### src/rtl/led_fader.sv
// rtl/led_fader.sv - Pattern-driven LED fader with linear brightness ramps and PWM output.
// Optional gamma curve on the PWM compare value: define LED_FADER_GAMMA_EN.
module led_fader #(
    parameter int NUM_LEDS = 8,
    parameter int PWM_BITS = 8,
    parameter int STEP_DIV = 1024
) (
    input  logic                clk,
    input  logic                rst_n,
    input  logic [NUM_LEDS-1:0] pattern_in,
    input  logic                pattern_valid,
    output logic                pattern_ready,
    input  logic [PWM_BITS-1:0] max_level,
    output logic [NUM_LEDS-1:0] led_out,
    output logic                busy
);

    localparam int PRE_W = (STEP_DIV > 1) ? $clog2(STEP_DIV) : 1;
    localparam logic [PRE_W-1:0]    PRE_LAST = PRE_W'(STEP_DIV - 1);
    localparam logic [PWM_BITS-1:0] LVL_MAX  = '1;
    // PWM counter stops one short of all-ones so a full-scale level is constantly on.
    localparam logic [PWM_BITS-1:0] PWM_TOP  = LVL_MAX - 1'b1;

    typedef enum logic {
        ST_IDLE,
        ST_FADING
    } state_t;

    state_t              r_state;
    logic                r_ready;
    logic                r_busy;
    logic [NUM_LEDS-1:0] r_led;
    logic [PWM_BITS-1:0] r_pwm_cnt;
    logic [PRE_W-1:0]    r_pre;
    logic [PWM_BITS-1:0] r_level  [NUM_LEDS];
    logic [PWM_BITS-1:0] r_target [NUM_LEDS];

    logic                w_step_tick;
    logic                w_all_done;
    logic                w_accept;
    logic [PWM_BITS-1:0] w_eff [NUM_LEDS];

    assign w_step_tick   = (r_pre == PRE_LAST);
    assign w_accept      = (r_state == ST_IDLE) && r_ready && pattern_valid;
    assign pattern_ready = r_ready;
    assign busy          = r_busy;
    assign led_out       = r_led;

    always_comb begin
        w_all_done = 1'b1;
        for (int i = 0; i < NUM_LEDS; i++) begin
            if (r_level[i] != r_target[i]) begin
                w_all_done = 1'b0;
            end
        end
    end

`ifdef LED_FADER_GAMMA_EN
    logic [2*PWM_BITS-1:0] w_sq [NUM_LEDS];

    always_comb begin
        for (int i = 0; i < NUM_LEDS; i++) begin
            w_sq[i] = (2*PWM_BITS)'(r_level[i]) * (2*PWM_BITS)'(r_level[i]);
            if (r_level[i] == LVL_MAX) begin
                w_eff[i] = LVL_MAX;
            end else begin
                w_eff[i] = PWM_BITS'(w_sq[i] >> PWM_BITS);
            end
        end
    end
`else
    always_comb begin
        for (int i = 0; i < NUM_LEDS; i++) begin
            w_eff[i] = r_level[i];
        end
    end
`endif

    always_ff @(posedge clk or negedge rst_n) begin
        if (!rst_n) begin
            r_pwm_cnt <= '0;
            r_pre     <= '0;
        end else begin
            r_pwm_cnt <= (r_pwm_cnt == PWM_TOP) ? '0 : r_pwm_cnt + 1'b1;
            r_pre     <= (r_pre == PRE_LAST) ? '0 : r_pre + 1'b1;
        end
    end

    always_ff @(posedge clk or negedge rst_n) begin
        if (!rst_n) begin
            r_led <= '0;
        end else begin
            for (int i = 0; i < NUM_LEDS; i++) begin
                r_led[i] <= (w_eff[i] > r_pwm_cnt);
            end
        end
    end

    always_ff @(posedge clk or negedge rst_n) begin
        if (!rst_n) begin
            r_state <= ST_IDLE;
            r_ready <= 1'b0;
            r_busy  <= 1'b0;
            for (int i = 0; i < NUM_LEDS; i++) begin
                r_level[i]  <= '0;
                r_target[i] <= '0;
            end
        end else begin
            case (r_state)
                ST_IDLE: begin
                    r_busy <= 1'b0;
                    if (w_accept) begin
                        for (int i = 0; i < NUM_LEDS; i++) begin
                            r_target[i] <= pattern_in[i] ? max_level : '0;
                        end
                        r_ready <= 1'b0;
                        r_busy  <= 1'b1;
                        r_state <= ST_FADING;
                    end else begin
                        r_ready <= 1'b1;
                    end
                end
                ST_FADING: begin
                    // Completion is judged on the registered levels, so a no-op fade still spends one cycle here.
                    if (w_all_done) begin
                        r_ready <= 1'b1;
                        r_busy  <= 1'b0;
                        r_state <= ST_IDLE;
                    end else if (w_step_tick) begin
                        for (int i = 0; i < NUM_LEDS; i++) begin
                            if (r_level[i] < r_target[i]) begin
                                r_level[i] <= r_level[i] + 1'b1;
                            end else if (r_level[i] > r_target[i]) begin
                                r_level[i] <= r_level[i] - 1'b1;
                            end
                        end
                    end
                end
                default: begin
                    r_ready <= 1'b0;
                    r_busy  <= 1'b0;
                    r_state <= ST_IDLE;
                end
            endcase
        end
    end

endmodule

### config.mk
export PLATFORM = sky130hd
export DESIGN_NAME = led_fader
export DESIGN_NICKNAME = d
export VERILOG_FILES = /design/src/rtl/led_fader.sv
export SDC_FILE = /design/constraint.sdc
export NUM_CORES = 1
export LEC_CHECK = 0
export ABC_AREA = 1
export CORE_MARGIN = 2
export CORE_UTILIZATION = 55
export CTS_CLUSTER_DIAMETER = 50
export DETAILED_ROUTE_END_ITERATION = 6
export GPL_TIMING_DRIVEN = 0
export PLACE_DENSITY = 0.79
export SYNTH_ARGS = -nofsm -noshare
export SYNTH_HDL_FRONTEND = slang
export SYNTH_SLANG_ARGS = --single-unit
export TNS_END_PERCENT = 1
### constraint.sdc
create_clock -name clk -period 3.7 [get_ports clk]
set_clock_uncertainty 0.15 [all_clocks]
set_input_delay 0.555 -clock clk [delete_from_list [all_inputs] [get_ports clk]]
set_output_delay 0.555 -clock clk [all_outputs]
set_load 0.01 [all_outputs]
==> impl_metrics.ini <==
[yosys]
synth_top_family_by_area = simple AND/OR/NAND/NOR gates
synth_compound_area_share_pct = 10.1
synthAdderAreaFrac_pct = 20.4
ys_ff_latch = 157
synth_xor_area_share_pct = 3.34
async_flop_share_pct = 100
netlist_instances = 1484
synth_top_area_share_pct = 33.3
synth_area_leaders = dfrtp_1 (33%), ha_1 (19%), nand2_1 (11%)
yosys-top-cells-count = nand2_1 (333), inv_1 (199), ha_1 (179), dfrtp_1 (157), nand3_1 (144)
synth_simple_gate_area_share_pct = 24.8
ys_types = 39
ys_seq_area_share_pct = 33.3
synth_ff_type = dfrtp_1
synth.most_common_cell = nand2_1
synth_top_cell_by_area = dfrtp_1
synth-edff-count = 0
yosys_warnings = 0
syn_nets = 1690
syn_avg_cell_area_um2 = 7.95
synthMuxAreaShare_pct = 0
synth_area_um2 = 11800

[pwr]
internal-power_mw = 2.82
power_switching_uw = 856
p_sw_share_pct = 23.3
seqPwrFrac_pct = 46.7
irDropWorstVdd_mv = 0.277
cellLeakagePower_nw = 7.27
comb_power_share_pct = 2.1
clock_power_share_pct = 51.2
powerDensity_nw_per_um2 = 284
p_total_mw = 3.68

[cts]
post_cts_buffers = 0
cts_tree = yes
cts_resized = 0
clk-insertion-delay-late_ns = 0.44
htree_levels = 4
holdBufCountCts = 1
cts_buffer_depth = 2
path_clk_slew_ns = 0.07
cts-root-buf = clkbuf_16
cts_buffers = 17
cts.sinks = 157

[placement]
gp_congestion = 0.892
place_hpwl_mm = 20.7
numPortBuffers = 12

[min_path]
hold_class = reg2reg

[global_route]
grtUsageTotal_pct = 27.8
grt_pass1_wl_mm = 48.9
overflow = 0
grt_start_max_net_pins = 117
antenna_found_initial = 1
first_global_vias = 9808

[floorplan]
die_y_um = 150
io_pins = 29
dieWidth_um = 150
core-area_um2 = 21000
start_util_pct = 56.1
dieArea_um2 = 22600
rows = 53

[routing]
m1WireLength_mm = 12.8
ant_nets = 0
first_pass_iters = 6
drc = 0
routedWlPerCell_um = 16.6
drt-initial-drc-count = 687
wl_met3_mm = 2.37
met2WireLength_mm = 14.0
avgViaCountPerCell = 5.62
num_vias = 10200
highest_layer = met5
routed_wl_mm = 30.0

[critical_path]
cp_data_required_time_ns = 3.87
crit_type = reg2reg
start_kind = flop
arrival_ns = 3.08
path_max_fanout = 9
cp-end-kind = flop

[finish]
nets = 1723
utilization_pct = 61.5
layout-drive-gt1-share_pct = 6.34
area_growth_pct = 9.61
fill_cells = 1737

[sta]
timing.final.crit_period_ns = 2.91
slew_violations = 0
max_freq_mhz = 344
max-slew-margin-rel_pct = 38.4
min_period_over_period_pct = 78.7
hold_viol = 0
tightest_slew_ns = 0.917
rsz0062_at_grt = no
setup_viol = 0

[run_status]
status = finished, final reports clean

[run]
maxCapViolations = 0
==> state kept, by name, summed over array words and instances (netlist names) <==
signal and count:
busy 1, led_out 8, pattern_ready 1, r_level 64, r_pre 10, r_pwm_cnt 8, r_state 1, r_target 64
==> worst paths after layout <==
check	start	to	slack, ns	depth (start not counted)
setup / recovery	r_level[29]	r_level[31]	0.79	15
hold / removal	busy	busy	0.33	2
setup reg to reg	r_level[29]	r_level[31]	0.79	15
hold reg to reg	busy	busy	0.33	2
max in group asynchronous	rst_n	r_level[17]	2.05	3
min in group asynchronous	rst_n	r_level[60]	0.45	2
==> final cells by class <==
type                    instances  area (µm²)  area share, %
clock inverters                14         185           1.43
diodes                          1        2.50         0.0194
inverters                     201         754           5.84
clock buffers                  18         439           3.40
flip-flops and latches        157        3930           30.4
plain buffers                  36         199           1.54
well taps                     275         344           2.66
repair buffers                 14         163           1.26
multi-input cells            1090        6910           53.5
==> routing by layer <==
layer  track usage, %  up-vias
met4             10.7        2
met5                0        -
met1             35.9     4779
li1                 -     4991
met3             6.97       62
met2             45.1      323
==> cells in the final DEF, fill, tap and decap left out, types with 3 or more instances in the layout <==
master           Yosys  routed
nand2_1            333     333
inv_1              199     199
ha_1               179     179
dfrtp_1            157     157
nand3_1            144     144
nor2_1              97      97
a21oi_1             73      73
o21ai_0             69      69
xor2_1              30      30
nand4_1             24      24
o21ai_1             24      24
clkbuf_16            0      17
xnor2_1             15      15
a31oi_1             14      14
o21bai_1            13      13
a21o_1              12      12
nor3_1              11      11
clkbuf_1            11      11
clkdlybuf4s50_1      0      11
buf_2               10      10
clkbuf_2            10      10
nand4_4              9       9
nand2_2              8       8
o21ai_2              8       8
fa_1                 8       8
nor2_2               7       7
clkinv_4             0       5
clkinvlp_4           0       3
bufinv_16            0       3
==> cell families after synthesis <==
kind of cell,after synthesis
AND/OR/NAND/NOR,643
buffers and inverters,237
AO/OA/AOI/OAI,215
adder cells (fa/ha/maj),187
flip-flops,157
XOR/XNOR,45
==> power groups by stage <==
stage          clock (mW)  sequential [mW]  combinational, mW
2_1_floorplan           0             1.75             0.0196
3_3_place_gp            0             1.75             0.0735
3_5_place_dp            0             1.75             0.0777
4_1_cts              1.88             1.72             0.0793
5_1_grt              1.96             1.71             0.0869
6_report             1.88             1.72             0.0787
==> worst max-delay path, stage by stage, from the launching register on <==
cell,delay (ns)
dfrtp_1,0.43
ha_1,0.33
a21oi_1,0.17
nor2_1,0.08
nor2_1,0.16
nand2_1,0.28
ha_1,0.50
nand2_1,0.09
nand3_1,0.13
nand2_1,0.07
nand3_1,0.10
inv_1,0.05
nand2_1,0.05
nand2_1,0.05
nor2_1,0.09
nor2_1,0.06
==> through the flow <==
| stage | cell area, µm² | hold WS, ns | setup WS [ns] | TNS (ns) | std cells |
|---|---|---|---|---|---|
| 2_1_floorplan | 11800 | 0.109 | 1.23 | 0 | 1484 |
| 3_3_place_gp | 12300 | 0.308 | -4.72 | -738.98 | 1771 |
| 3_5_place_dp | 12300 | 0.316 | 0.825 | 0 | 1772 |
| 4_1_cts | 12900 | 0.330 | 0.800 | 0 | 1805 |
| 5_1_grt | 12900 | 0.350 | 0.471 | 0 | 1805 |
| 6_report | 12900 | 0.327 | 0.789 | 0 | 1806 |
(Power assumes the default switching activity.)
